## src/rtl/serial_alu_if.sv

```systemverilog
// Start/done handshake and operand/result bundle for serial_alu.
// The requester drives the master side; the ALU implements the slave side.
interface serial_alu_if #(
  parameter int WIDTH = 8
);
  logic             start;
  logic [2:0]       op;
  logic [WIDTH-1:0] a;
  logic [WIDTH-1:0] b;
  logic             busy;
  logic             done;
  logic [WIDTH-1:0] result;
  logic             cout;
  logic             overflow;
  logic             zero;

  modport master (
    output start, op, a, b,
    input  busy, done, result, cout, overflow, zero
  );

  modport slave (
    input  start, op, a, b,
    output busy, done, result, cout, overflow, zero
  );
endinterface

```

## src/rtl/serial_alu.sv

```systemverilog
// Bit-serial ALU: one full-adder/gate slice processes a WIDTH-bit operand pair
// LSB first, one bit per clock, behind a start/busy/done handshake.
module serial_alu #(
  parameter int WIDTH = 8,
  parameter int CNT_W = $clog2(WIDTH)
) (
  input  logic           clk,
  input  logic           rst,
  serial_alu_if.slave    bus
);

  typedef enum logic [1:0] {
    S_IDLE,
    S_RUN,
    S_DONE
  } state_t;

  typedef enum logic [2:0] {
    OP_ADD  = 3'b000,
    OP_SUB  = 3'b001,
    OP_AND  = 3'b010,
    OP_OR   = 3'b011,
    OP_XOR  = 3'b100,
    OP_PASS = 3'b101
  } op_t;

  // Returns {carry_out, sum}.
  function automatic logic [1:0] fulladder_1(input logic x, input logic y, input logic ci);
    return {(x & y) | (x & ci) | (y & ci), x ^ y ^ ci};
  endfunction

  function automatic logic and_gate(input logic x, input logic y);
    return x & y;
  endfunction

  function automatic logic or_gate(input logic x, input logic y);
    return x | y;
  endfunction

  function automatic logic xor_gate(input logic x, input logic y);
    return x ^ y;
  endfunction

  // Codes 101..111 all collapse onto PASS_A.
  function automatic op_t decode_op(input logic [2:0] code);
    case (code)
      3'b000:  return OP_ADD;
      3'b001:  return OP_SUB;
      3'b010:  return OP_AND;
      3'b011:  return OP_OR;
      3'b100:  return OP_XOR;
      default: return OP_PASS;
    endcase
  endfunction

  state_t           state_q, state_d;
  op_t              op_q, op_d;
  logic [CNT_W-1:0] cnt_q, cnt_d;
  logic [WIDTH-1:0] a_q, a_d;
  logic [WIDTH-1:0] b_q, b_d;
  logic [WIDTH-2:0] sh_q, sh_d;
  logic             carry_q, carry_d;
  logic [WIDTH-1:0] result_q, result_d;
  logic             cout_q, cout_d;
  logic             ovf_q, ovf_d;
  logic             zero_q, zero_d;
  logic             busy_q, busy_d;
  logic             done_q, done_d;

  logic             b_bit;
  logic             fa_sum;
  logic             fa_co;
  logic             is_arith;
  logic             res_bit;
  logic [WIDTH-1:0] final_res;

  // Single bit slice; SUB is a + ~b with the carry register preloaded to 1.
  always_comb begin
    // NOTE: every always_comb output gets a default first, so no path can infer a latch.
    res_bit  = a_q[0];
    is_arith = (op_q == OP_ADD) || (op_q == OP_SUB);
    b_bit    = (op_q == OP_SUB) ? ~b_q[0] : b_q[0];
    {fa_co, fa_sum} = fulladder_1(a_q[0], b_bit, carry_q);
    case (op_q)
      OP_ADD, OP_SUB: res_bit = fa_sum;
      OP_AND:         res_bit = and_gate(a_q[0], b_q[0]);
      OP_OR:          res_bit = or_gate(a_q[0], b_q[0]);
      OP_XOR:         res_bit = xor_gate(a_q[0], b_q[0]);
      default:        res_bit = a_q[0];
    endcase
    final_res = {res_bit, sh_q};
  end

  always_comb begin
    state_d  = state_q;
    op_d     = op_q;
    cnt_d    = cnt_q;
    a_d      = a_q;
    b_d      = b_q;
    sh_d     = sh_q;
    carry_d  = carry_q;
    result_d = result_q;
    cout_d   = cout_q;
    ovf_d    = ovf_q;
    zero_d   = zero_q;
    busy_d   = 1'b0;
    done_d   = 1'b0;

    case (state_q)
      // The DONE cycle accepts a new start like IDLE, giving a WIDTH+1 issue interval.
      S_IDLE, S_DONE: begin
        state_d = S_IDLE;
        if (bus.start) begin
          state_d = S_RUN;
          op_d    = decode_op(bus.op);
          a_d     = bus.a;
          b_d     = bus.b;
          cnt_d   = '0;
          carry_d = (decode_op(bus.op) == OP_SUB);
          busy_d  = 1'b1;
        end
      end
      S_RUN: begin
        a_d     = a_q >> 1;
        b_d     = b_q >> 1;
        sh_d    = (WIDTH-1)'({res_bit, sh_q} >> 1);
        carry_d = is_arith ? fa_co : carry_q;
        if (cnt_q == CNT_W'(WIDTH - 1)) begin
          state_d  = S_DONE;
          done_d   = 1'b1;
          result_d = final_res;
          cout_d   = is_arith & fa_co;
          ovf_d    = is_arith & (carry_q ^ fa_co);
          zero_d   = (final_res == '0);
        end else begin
          cnt_d  = cnt_q + CNT_W'(1);
          busy_d = 1'b1;
        end
      end
      default: state_d = S_IDLE;
    endcase
  end

  // NOTE: sequential state uses non-blocking (<=) so all registers update together at the edge.
  always_ff @(posedge clk or posedge rst) begin
    if (rst) begin
      state_q  <= S_IDLE;
      op_q     <= OP_ADD;
      cnt_q    <= '0;
      a_q      <= '0;
      b_q      <= '0;
      sh_q     <= '0;
      carry_q  <= 1'b0;
      result_q <= '0;
      cout_q   <= 1'b0;
      ovf_q    <= 1'b0;
      zero_q   <= 1'b0;
      busy_q   <= 1'b0;
      done_q   <= 1'b0;
    end else begin
      state_q  <= state_d;
      op_q     <= op_d;
      cnt_q    <= cnt_d;
      a_q      <= a_d;
      b_q      <= b_d;
      sh_q     <= sh_d;
      carry_q  <= carry_d;
      result_q <= result_d;
      cout_q   <= cout_d;
      ovf_q    <= ovf_d;
      zero_q   <= zero_d;
      busy_q   <= busy_d;
      done_q   <= done_d;
    end
  end

  assign bus.busy     = busy_q;
  assign bus.done     = done_q;
  assign bus.result   = result_q;
  assign bus.cout     = cout_q;
  assign bus.overflow = ovf_q;
  assign bus.zero     = zero_q;

endmodule

```

## src/flat_wrapper.sv

```systemverilog
// flat-port wrapper written by rule: the top's interface ports become plain ports
module serial_alu_flat 
#(
  parameter int WIDTH = 8,
  parameter int CNT_W = $clog2(WIDTH)
)
  (clk, rst, bus_start, bus_op, bus_a, bus_b, bus_busy, bus_done, bus_result, bus_cout, bus_overflow, bus_zero);
  serial_alu_if #(.WIDTH(WIDTH)) bus_i ();
  input  logic clk;
  input  logic rst;
  input wire logic [$bits(bus_i.start)-1:0] bus_start;
  input wire logic [$bits(bus_i.op)-1:0] bus_op;
  input wire logic [$bits(bus_i.a)-1:0] bus_a;
  input wire logic [$bits(bus_i.b)-1:0] bus_b;
  output wire logic [$bits(bus_i.busy)-1:0] bus_busy;
  output wire logic [$bits(bus_i.done)-1:0] bus_done;
  output wire logic [$bits(bus_i.result)-1:0] bus_result;
  output wire logic [$bits(bus_i.cout)-1:0] bus_cout;
  output wire logic [$bits(bus_i.overflow)-1:0] bus_overflow;
  output wire logic [$bits(bus_i.zero)-1:0] bus_zero;
  assign bus_i.start = bus_start;
  assign bus_i.op = bus_op;
  assign bus_i.a = bus_a;
  assign bus_i.b = bus_b;
  assign bus_busy = bus_i.busy;
  assign bus_done = bus_i.done;
  assign bus_result = bus_i.result;
  assign bus_cout = bus_i.cout;
  assign bus_overflow = bus_i.overflow;
  assign bus_zero = bus_i.zero;
  serial_alu #(.WIDTH(WIDTH), .CNT_W(CNT_W)) u_core (.clk(clk), .rst(rst), .bus(bus_i));
endmodule
```

## config.mk

```make
export PLATFORM = sky130hd
export DESIGN_NAME = serial_alu_flat
export DESIGN_NICKNAME = d
export VERILOG_FILES = /design/src/rtl/serial_alu_if.sv /design/src/rtl/serial_alu.sv /design/src/flat_wrapper.sv
export SDC_FILE = /design/constraint.sdc
export NUM_CORES = 1
export LEC_CHECK = 0
export ABC_CLOCK_PERIOD_IN_PS = 4600
export BUFFER_PORTS_ARGS = -buffer_cell sky130_fd_sc_hd__buf_2
export CORE_MARGIN = 3
export CORE_UTILIZATION = 35
export DETAILED_ROUTE_END_ITERATION = 8
export SYNTH_ARGS = -nofsm -noshare
export SYNTH_HDL_FRONTEND = slang
export SYNTH_SLANG_ARGS = --single-unit
```

## constraint.sdc

```tcl
create_clock -name clk -period 4.6 [get_ports clk]
set_input_delay 0.23 -clock clk [delete_from_list [all_inputs] [get_ports clk]]
set_output_delay 0.23 -clock clk [all_outputs]
set_load 0.01 [all_outputs]
```

# Word-level counts from Yosys, hierarchy flattened

Cells that the tools add are included.

Add/sub/neg operators: 1
Equality and inequality tests: 16
Multiplexer cells: 23
Bitwise operators: 14
Reduce and logical (&&, ||, !) cells: 13

Operators by type and width:

| operator                                               | count |
|---|---|
| case mux 8 bit (2 select lines)                        | 2 |
| 2-to-1 mux 8 bit                                       | 2 |
| case mux 3 bit (5 select lines)                        | 1 |
| equality test 3 x 2 -> 1 bit (second input constant)   | 4 |
| 2-to-1 mux 3 bit                                       | 4 |
| equality test 3 x 1 -> 1 bit (second input constant)   | 3 |
| equality test 3 bit (second input constant)            | 3 |
| zero test 8 bit                                        | 1 |
| 2-to-1 mux 1 bit                                       | 8 |
| bitwise AND 1 bit                                      | 6 |
| zero test 3 bit                                        | 2 |
| case mux 3 bit (2 select lines)                        | 1 |
| AND reduction 2 bit                                    | 3 |
| AND reduction 3 bit                                    | 2 |
| inequality test 2 x 1 -> 1 bit (second input constant) | 2 |
| inequality test 2 bit (second input constant)          | 2 |
| case mux 1 bit (2 select lines)                        | 2 |
| case mux 1 bit (4 select lines)                        | 1 |
| case mux 2 bit (2 select lines)                        | 1 |
| OR reduction 2 bit                                     | 2 |
| XOR 1 bit                                              | 4 |
| adder 3 x 1 -> 3 bit (second input constant)           | 1 |
| OR 1 bit                                               | 3 |
| equality test 2 x 1 -> 1 bit (second input constant)   | 1 |
| other kinds (6)                                        | 6 |

Bits in registers: 45
Input port bits: 22
Output and inout port bits: 13
Word-level logic and storage cells: 80

# Logic depth before layout (Yosys ltp)

Gate-level depths: netlist of run 1.

Depth after elaboration: 7
Mapped depth: 7
Mapped depth without buffers: 7

# Worst setup path after synthesis of run 1

No wires, ideal clock.

Kind: register -> register
Start: register u_core.op_q[2]
End: register u_core.zero_q (netlist: u_core.bus.zero)
Setup time: 121 ps
Arrival: 1,725 ps
Data required time: 4,479 ps
Slack: 2,754 ps
Stages on the path, launching flop included: 8
Path buffers: 0
Clock period less this slack: 1,846 ps
Cell sequence: dfrtp_1 > nor2_1 > nand2_1 > xnor2_1 > fa_1 > a21oi_1 > o211ai_1 > a22o_1

Cells in the longest elaborated chain, start to end: 6
Elaborated cells between the ends (all ways): 11
Those cells by class: 4 x eq/ne; 2 x mux; 2 x bitwise; 3 x reduce/logical

Ends and longest elaborated chain:

| item                                | line                               | text |
|---|---|---|
| from (decl)                         | serial_alu.sv:57                   | `op_t op_q, op_d;` |
| from (signal assigned)              | serial_alu.sv:162                  | `op_q <= op_d;` |
| equality test 3 x 1 -> 1 bit        | serial_alu.sv:82, serial_alu.sv:84 |  |
| 2-to-1 mux 1 bit                    | serial_alu.sv:82                   | `b_bit = (op_q == OP_SUB) ? ~b_q[0] : b_q[0];` |
| XOR 1 bit (2 in a row)              | serial_alu.sv:29                   | `return {(x & y) \| (x & ci) \| (y & ci), x ^ y ^ ci};` |
| case mux 1 bit (4 select lines) (*) | serial_alu.sv:84                   | `case (op_q)` |
| zero test 8 bit (*)                 | serial_alu.sv:134                  | `zero_d = (final_res == '0);` |
| to (signal assigned)                | serial_alu.sv:171                  | `zero_q <= zero_d;` |
| to (decl)                           | serial_alu.sv:66                   | `logic zero_q, zero_d;` |

Mark *: on every way between the ends. The rest lies on a longest branch, timed or not.
A chain may end at the register's enable or synchronous reset.

# Worst setup path after layout of run 1

Same ends and word-level chain as after synthesis.

==> results of run 1 <==
## layout by cell type, fill, tap and decap left out, types with 3 or more instances in the layout
cell type  count
ha_1           4
o22ai_1       14
clkbuf_8       5
nor2_1        28
buf_2         34
inv_1          5
dfrtp_1       45
nand2b_1       4
o21ai_0        8
mux2_2         5
a22o_1         3
nand2_1       36
a21oi_1        5
## through the flow
stage	total power [uW]	hold WS, ns	area [um^2]	std cells	worst slack, ns
floorplan	1190	0.335	1940	187	2.75
global placement	1330	0.399	2150	283	2.55
detailed placement	1340	0.402	2150	283	2.57
CTS	1590	0.0763	2240	291	2.54
global route	1710	0.112	2240	291	2.38
finish	1560	0.0601	2240	291	2.56
## per-layer routing
layer	vias to the layer above	global-route usage, %	wire (um)
met5	-	0	0
met4	0	5.07	57
met3	6	3.59	118
met2	23	20.2	1830
met1	675	17.3	1820
li1	697	-	-
## logic make-up after synthesis
family | Yosys count
adder cells (fa/ha/maj) | 5
AO/OA/AOI/OAI | 35
buffers and inverters | 15
XOR/XNOR | 2
AND/OR/NAND/NOR | 77
flip-flops | 45
multiplexers | 8
## worst max-delay path: cells and delay by family (launching register included)
kind / cells / cell delay, ns
DFF: 1 / 0.44
AOI/OAI and AO/OA: 3 / 0.50
adders and majority gates: 1 / 0.44
and+or+nand+nor: 2 / 0.38
xor gates and xnor gates: 1 / 0.18
## registers in the layout, indices dropped and copies added (netlist names)
signal / flops
u_core.carry_q: 1
u_core.bus.zero: 1
u_core.a_q: 8
u_core.sh_q: 7
u_core.bus.cout: 1
u_core.state_q: 2
u_core.bus.overflow: 1
u_core.b_q: 8
u_core.bus.busy: 1
u_core.bus.done: 1
u_core.bus.result: 8
u_core.cnt_q: 3
u_core.op_q: 3
## Yosys cell counts (all sizes together), types with 2 or more instances
library cell   n  area (um^2)
a21oi          5         25.0
a22o           3         26.3
buf            7         47.5
clkbuf         2         7.51
dfrtp         45         1130
ha             4         50.1
inv            6         22.5
mux2           7         86.3
nand2         37          146
nand2b         4         25.0
nor2          28          105
o211ai         2         15.0
o21ai          8         40.0
o22ai         14         87.6
xnor2          2         17.5
## final cells by class
class                   instances  area (um^2)
inverters                       6         22.5
repair buffers                 35          178
clock buffers                   6         72.6
multi-input cells             127          739
well taps                      70         87.6
flip-flops and latches         45         1130
fillers                       500         3000
clock inverters                 2         10.0
## where the power goes
group | switching, uW | internal [uW]
Combinational | 360 | 266
Sequential | 125 | 580
Clock | 128 | 105
Total | 613 | 951
## path summary, 6_finish.rpt
| path | startpoint | end | slack [ns] | cells after the start |
|---|---|---|---|---|
| worst min-delay path | rst | u_core.a_q[4]$_DFFE_PP0P_ | 0.06 | 3 |
| max in group asynchronous | rst | u_core.bus.result[6]$_DFFE_PP0P_ | 4.16 | 3 |
| min in group clk | bus_a[7] | u_core.a_q[7]$_DFFE_PP0P_ | 0.18 | 2 |
| worst max-delay path | u_core.op_q[2]$_DFFE_PP0P_ | u_core.bus.zero$_DFFE_PP0P_ | 2.56 | 7 |
| worst max register to register | u_core.op_q[2]$_DFFE_PP0P_ | u_core.bus.zero$_DFFE_PP0P_ | 2.56 | 7 |
| worst min register to register | u_core.cnt_q[0]$_DFFE_PP0P_ | u_core.cnt_q[0]$_DFFE_PP0P_ | 0.49 | 1 |
==> run metrics, run 1 <==
post-cts resize count 0; proportion of synthesized chip area in sequential cells between 50% and 60%; Area growth syn-to-layout 15.1%; global-route wire length before repair 6450 um; Most used DFF post-synth dfrtp_1; cell type of the slowest stage on the worst timing path dfrtp_1; Top-Level Pins 35; Layout Nets between 200 and 250; router iterations before antenna repair 4; share of cell area taken by muxes after synthesis 4.96%; CTS tree yes; highest ir drop seen on vdd 0.231 mV; clock period minus worst slack 2.04 ns; share of flip-flops with an asynchronous set or reset after synthesis 100%; CTS max path bufs 2; clock net sink count 45; clock slew seen by the registers of the worst setup and hold paths roughly 0.08 ns; starting density of the core between 30% and 40%; YS warnings 0; critical-path cell list nor2_1, nand2_1, xnor2_1, fa_1, a21oi_1, o211ai_1, a22o_1; fraction of synthesized cell area in xor and xnor cells less than 1%; pin count of the biggest net entering global routing 46; synthesized net count ~210; Setup TNS Final 0 ns; via count of the first global-routing pass approximately 1400; vias per cell around 4.8; total via count after detailed routing 1401; Die Area roughly 6500 um^2; Post-DRT Antenna Nets 0; number of input and output port buffers inserted 34; number of hold violations in the final report 0; HP Class in -> async; Setup Fix Bufs, Post-CTS 0; count of antenna diodes in the layout 0; final number of max-transition violations 0; flops & latches, synth between 40 and 50; leftover overflow at the end of global routing 0; required time reported for the critical path endpoint 4.79 ns; clock latency at the later pin of the worst-skew pair approximately 0.29 ns; final setup violating endpoints 0; share of cells above drive strength 1 23.1%; number of cell rows 26; type of destination of the critical path flip-flop; Root Driver clkbuf_8; placeable core region between 5000 and 6000 um^2; DR iter-0 viols around 100; H-tree level count 2; DPL Wire Length between 2000 and 3000 um; routed len/inst 13.1 um; combinational family with the most area after synthesis simple AND/OR/NAND/NOR gates; Crit Path Category reg -> reg; critical path fanouts, max 6; gr usage total roughly an eighth; measured slew at the worst slew-check pin 0.944 ns; maxcap violations 0; Die Y a little over 80 um; routability cong. 0.724; unrepaired setup endpoints after global routing false; final core area utilization a little over two fifths; type of origin of the critical path flip-flop; hold buffer count at cts 0; area fraction in compound gates after synthesis a little under an eighth; Avg Cell Area, Syn between 10 and 15 um^2; Mapped Cells about 190; cell area after synthesis roughly 1900 um^2; Leak 0.00113 uW; initial antenna violation count 0; Post-route DRC 0; max-slew headroom at the worst pin a little under two fifths; number of flops mapped to enable cells by yosys 0; highest attainable clock frequency just under 500 MHz; Clock Skew roughly 0.0060 ns; final wirelength 3830 um; number of CTS-inserted buffers 5; Pwr per Cell Area 700 nW/um^2; Slowest Stage Delay on Critical Path between 0.4 and 0.5 ns; run status finished clean; die width between 80 and 90 um; Crit path arrival time 2.22 ns; portion of the clock cycle consumed by the worst path in the final layout between 40 and 50%; Post-Synth Simple-Gate Area 16.9%; adder-cell area share of the yosys netlist between 3 and 4%; synth unique cells 31
(Power assumes the default switching activity.)
==> inputs of run 2 (changes only) <==
Settings changed: ABC_CLOCK_PERIOD_IN_PS 4600 to 2000.
Clock period 4.6 ns to 2 ns, I/O delays scaled along.
==> run 2 against run 1 <==
  * Largest power group unchanged
  * Hold slack worse by 0.0070 ns
  * Clock power grew 140%
  * Clock skew decreased by 0.0015 ns
  * Sequential cell count unchanged
  * Via count increased by 2.1%
==> run metrics, run 2 (same netlist as run 1, synthesis figures left out) <==
run status finished clean; number of cell rows 26; via count of the first global-routing pass around 1400; Die Area ~6500 um^2; leftover overflow at the end of global routing 0; placeable core region between 5000 and 6000 um^2; required time reported for the critical path endpoint ~2.2 ns; routed len/inst between 10 and 15 um; number of filler instances in the final layout 492; Setup crit end u_core.bus.zero$_DFFE_PP0P_; Pwr per Cell Area between 1500 and 2000 nW/um^2; CTS max path bufs 2; reg-to-reg setup timing slack roughly 0.17 ns; Crit path arrival time 2.02 ns; startpoint of the worst setup timing path u_core.op_q[2]$_DFFE_PP0P_; Layout Nets around 250; Setup Fix Bufs, Post-CTS 0; clock net sink count 45; share of power burned in combinational logic between 40% and 50%; number of cells on the critical path 7; CTS tree yes; Cell Int Power 2280 uW; switching power 1400 uW; number of CTS-inserted buffers 5; WP buf/inv 0; critical path fanouts, max 3; share of cells above drive strength 1 around 24%; finished layout cell area approximately 2300 um^2; Die Y between 80 and 90 um; Worst R2R Start u_core.op_q[2]$_DFFE_PP0P_; unrepaired setup endpoints after global routing false; hold buffer count at cts 1; highest attainable clock frequency roughly 550 MHz; final setup violating endpoints 0; Slowest Stage Delay on Critical Path 0.43 ns; number of input and output port buffers inserted 34; clock latency at the later pin of the worst-skew pair 0.29 ns; most frequent cells in the layout 45 x dfrtp_1, 36 x nand2_1, 34 x buf_2; Post-route DRC 0; DR iter-0 viols 90; post-cts resize count 0; fraction of power spent switching nets between 30% and 40%; maxcap violations 0; Post-DRT Antenna Nets 0; die width 80.5 um; reg2reg end u_core.bus.zero$_DFFE_PP0P_; family of cells with the greatest summed delay on the critical path compound AO/OA/AOI/OAI gates; max-slew headroom at the worst pin 48.1%; critical-path cell list nor2_1, nand2_1, xnor2_1, fa_1, a21oi_1, o211ai_1, a22o_1; total via count after detailed routing around 1400; router iterations before antenna repair 4; Root Driver clkbuf_8; number of hold violations in the final report 0; Crit Path Category reg -> reg; Area growth syn-to-layout 18.4%; initial antenna violation count 0; pin count of the biggest net entering global routing 26; clock slew seen by the registers of the worst setup and hold paths around 0.08 ns; type of destination of the critical path flip-flop; vias per cell 4.83; final number of max-transition violations 0; cell type of the slowest stage on the worst timing path fa_1; type of origin of the critical path flip-flop; final hold slack about 0.053 ns; most common cell after layout, fill and taps aside dfrtp_1; Leak approximately 0.0012 uW; final wirelength ~3800 um; portion of the clock cycle consumed by the worst path in the final layout around nine tenths; share of total power in sequential cells a little over two fifths; routability cong. about 0.73; Setup TNS Final 0 ns; H-tree level count 2; Top-Level Pins 35; gr usage total between 10% and 20%; measured slew at the worst slew-check pin 0.774 ns; global-route wire length before repair approximately 6400 um; Clock Skew roughly 0.0046 ns; highest ir drop seen on vdd 0.544 mV; clock period minus worst slack around 1.8 ns; HP Class in -> reg; count of antenna diodes in the layout 0; clock network power share around 15%; Worst Reg-to-Reg Cells 7; post-place instance area between 2000 and 2500 um^2; DPL Wire Length 2700 um; starting density of the core between 30 and 40%
run 2: cell types whose count changed in the layout (fill, tap and decap cells not counted):
cell / previous run / this run
clkinv_2: 2 / 0
buf_12: 0 / 1
clkbuf_8: 5 / 6
buf_4: 1 / 5
dlygate4sd3_1: 0 / 1
run 2: worst min-delay path by stage:
stage	start	end	depth (start not counted)
2_1_floorplan	bus_op[2]	u_core.op_q[2]$_DFFE_PP0P_	2
3_3_place_gp	rst	u_core.a_q[3]$_DFFE_PP0P_	2
3_5_place_dp	rst	u_core.a_q[5]$_DFFE_PP0P_	2
4_1_cts	bus_op[2]	u_core.op_q[2]$_DFFE_PP0P_	3
5_1_grt	bus_b[7]	u_core.b_q[7]$_DFFE_PP0P_	2
6_report	bus_a[7]	u_core.a_q[7]$_DFFE_PP0P_	2
run 2: final cells by class:
class	count	area, um^2	share of cell area, %
Timing Repair Buffer	41	238	10.3
Tap cell	70	87.6	3.81
Clock buffer	7	86.3	3.75
Multi-Input combinational cell	127	739	32.2
Inverter	6	22.5	0.979
Sequential cell	45	1130	49.0
run 2: per-layer routing:
layer  routed length, um  vias to the layer above  GRT usage, %
met1                1770                      694          17.2
met4                  42                        0          5.24
met2                1850                       20          20.4
li1                    -                      711             -
met3                  88                        6          3.14
met5                   0                        -             0
run 2: worst reg2reg max path: cells and delay by family (launching register included):
kind / cells / cell delay (ns)
AOI/OAI and AO/OA: 3 / 0.52
adders and majority gates: 1 / 0.43
DFF: 1 / 0.39
and+or+nand+nor: 2 / 0.22
xor gates and xnor gates: 1 / 0.17
run 2: power groups by stage:
stage,logic [uW],registers [uW],clock network [uW]
CTS,1560,1590,584
floorplan,1100,1620,0
finish,1530,1590,559
global route,1750,1650,620
global placement,1520,1590,0
detailed placement,1550,1600,0
run 2: stage by stage:
step	setup slack (ns)	instances	utilization [%]	power [uW]
2_1_floorplan	0.154	187	-	2730
3_3_place_gp	0.226	288	42.1	3120
3_5_place_dp	0.163	288	42.1	3160
4_1_cts	0.160	296	43.9	3730
5_1_grt	0.0360	296	43.9	4020
6_report	0.169	296	43.9	3680
==> inputs of run 3 (changes only) <==
Settings changed: CTS_BUF_LIST set to sky130_fd_sc_hd__clkbuf_8.
==> run 3 against run 2 <==
  * Sequential power about the same
  * Register-to-register slack about the same
  * Power decreased by 0.14%
  * Non-clock buffer count unchanged
  * Clock power decreased by 0.9%
  * Worst setup slack about the same
  * Global-route usage unchanged
  * Design area unchanged
  * Sequential cell count unchanged
  * Wire length increased by 0.29%
  * Utilization unchanged
  * Via count decreased by 0.63%
==> run metrics, run 3 (same netlist as run 1, synthesis figures left out) <==
Pwr per Cell Area around 1600 nW/um^2; gr usage total between 10% and 20%; die width 80.5 um; HP Class in -> reg; leftover overflow at the end of global routing 0; Die Y 80.5 um; final wirelength roughly 3800 um; clock net sink count between 40 and 50; Crit Path Category reg -> reg; Setup TNS Final 0 ns; share of cells above drive strength 1 between 20 and 25%; final number of max-transition violations 0; post-place instance area approximately 2200 um^2; unrepaired setup endpoints after global routing false; starting density of the core 37.1%; most frequent cells in the layout 45 x dfrtp_1, 36 x nand2_1, 34 x buf_2; Worst R2R Start u_core.op_q[2]$_DFFE_PP0P_; final hold slack between 0.05 and 0.06 ns; highest attainable clock frequency 546 MHz; origin of the worst min-delay path bus_op[2]; portion of the clock cycle consumed by the worst path in the final layout just over 90%; vias per cell roughly 4.8; worst setup slack after layout 0.169 ns; number of hold violations in the final report 0; clock network power share 15.1%; family of cells with the greatest summed delay on the critical path compound AO/OA/AOI/OAI gates; DPL Wire Length approximately 2700 um; number of cells on the worst hold path 3; number of input and output port buffers inserted 34; Die Area 6480 um^2; via count of the first global-routing pass between 1000 and 1500; clock period minus worst slack about 1.8 ns; clock slew seen by the registers of the worst setup and hold paths about 0.080 ns; total via count after detailed routing around 1400; Top-Level Pins 35; initial antenna violation count 0; Root Driver clkbuf_8; number of CTS-inserted buffers 5; Post-route DRC 0; CTS tree yes; critical path fanouts, max 3; critical-path cell list nor2_1, nand2_1, xnor2_1, fa_1, a21oi_1, o211ai_1, a22o_1; Post-Layout Cell Count 296; Leak roughly 0.0012 uW; Setup Fix Bufs, Post-CTS 0; Slowest Stage Delay on Critical Path 0.43 ns; required time reported for the critical path endpoint 2.19 ns; max-slew headroom at the worst pin roughly half; switching power between 1000 and 1500 uW; highest ir drop seen on vdd 0.537 mV; number of cells on the critical path 7; Layout Nets about 250; routability cong. slightly above 0.7; measured slew at the worst slew-check pin 0.775 ns; footprint of the multi-input gates approximately 740 um^2; share of total power in sequential cells between 40% and 50%; cell type of the slowest stage on the worst timing path fa_1; run status finished clean; global-route wire length before repair between 6000 and 7000 um; placeable core region between 5000 and 6000 um^2; H-tree level count 2; maxcap violations 0; Area growth syn-to-layout 18.4%; final setup violating endpoints 0; end of the worst hold path u_core.op_q[2]$_DFFE_PP0P_; routed len/inst 12.7 um; Clock Skew around 0.0049 ns; Sequential Area about 1100 um^2; fraction of power spent switching nets between 30% and 40%; type of origin of the critical path flip-flop; Cell Int Power approximately 2300 uW; count of antenna diodes in the layout 0; share of power burned in combinational logic approximately two fifths; DR iter-0 viols 90; type of destination of the critical path flip-flop; Worst Reg-to-Reg Cells 7; number of cell rows 26; Crit path arrival time roughly 2 ns; CTS max path bufs 2; most common cell after layout, fill and taps aside dfrtp_1; worst setup slack after placement 0.163 ns; reg2reg end u_core.bus.zero$_DFFE_PP0P_; reg-to-reg setup timing slack around 0.17 ns; WP buf/inv 0; number of filler instances in the final layout approximately 490; finished layout cell area approximately 2300 um^2; Post-DRT Antenna Nets 0; pin count of the biggest net entering global routing 26; clock latency at the later pin of the worst-skew pair between 0.2 and 0.3 ns; router iterations before antenna repair 4; total instance count after detailed placement around 290
==> run 3: cell count changes in the layout (fill, tap and decap cells not counted) <==
cell,previous run,this run
inv_1,5,6
clkbuf_1,1,0
==> run 3: what timing repair did <==
action,CTS,global route
endpoints found under the hold margin,20,0
resized for setup,0,0
hold buffers,1,0
endpoints found under the setup margin,0,0
==> run 3: routing by layer <==
layer	vias up	routed length (um)	GRT usage, %
met5	-	0	0
met4	0	42	5.24
met3	6	87	3.14
met2	18	1850	20.4
met1	688	1780	17.2
li1	710	-	-
==> run 3: metrics by stage <==
step	util [%]	power, uW
final	43.9	3670
after global routing	43.9	4010
after CTS	43.9	3730
after detailed placement	42.1	3160
after global placement	42.1	3120
after floorplan	-	2730
==> run 3: area by class of cell <==
class,count,share of cell area (%)
repair buffers,41,10.3
multi-input cells,127,32.2
inverters,6,0.979
well taps,70,3.81
clock inverters,1,0.163
flip-flops and latches,45,49.0
clock buffers,6,3.59
==> run 3: power groups by stage <==
stage | clock network [uW] | registers [uW] | logic [uW]
floorplan | 0 | 1620 | 1100
detailed placement | 0 | 1600 | 1550
CTS | 579 | 1590 | 1560
finish | 554 | 1590 | 1530
global placement | 0 | 1590 | 1520
global route | 615 | 1650 | 1750
==> run 3: worst max-delay path by stage <==
stage / start / to / slack (ns)
floorplan: u_core.op_q[2]$_DFFE_PP0P_ / u_core.bus.zero$_DFFE_PP0P_ / 0.15
global placement: u_core.op_q[2]$_DFFE_PP0P_ / u_core.bus.zero$_DFFE_PP0P_ / 0.23
detailed placement: u_core.op_q[2]$_DFFE_PP0P_ / u_core.bus.zero$_DFFE_PP0P_ / 0.16
CTS: u_core.op_q[2]$_DFFE_PP0P_ / u_core.bus.zero$_DFFE_PP0P_ / 0.16
global route: u_core.op_q[2]$_DFFE_PP0P_ / u_core.bus.zero$_DFFE_PP0P_ / 0.04
finish: u_core.op_q[2]$_DFFE_PP0P_ / u_core.bus.zero$_DFFE_PP0P_ / 0.17
==> run 3: tightest hold or removal path: stages <==
cell,delay [ns]
buf_2,0.11
nand2_1,0.05
nand2_1,0.05
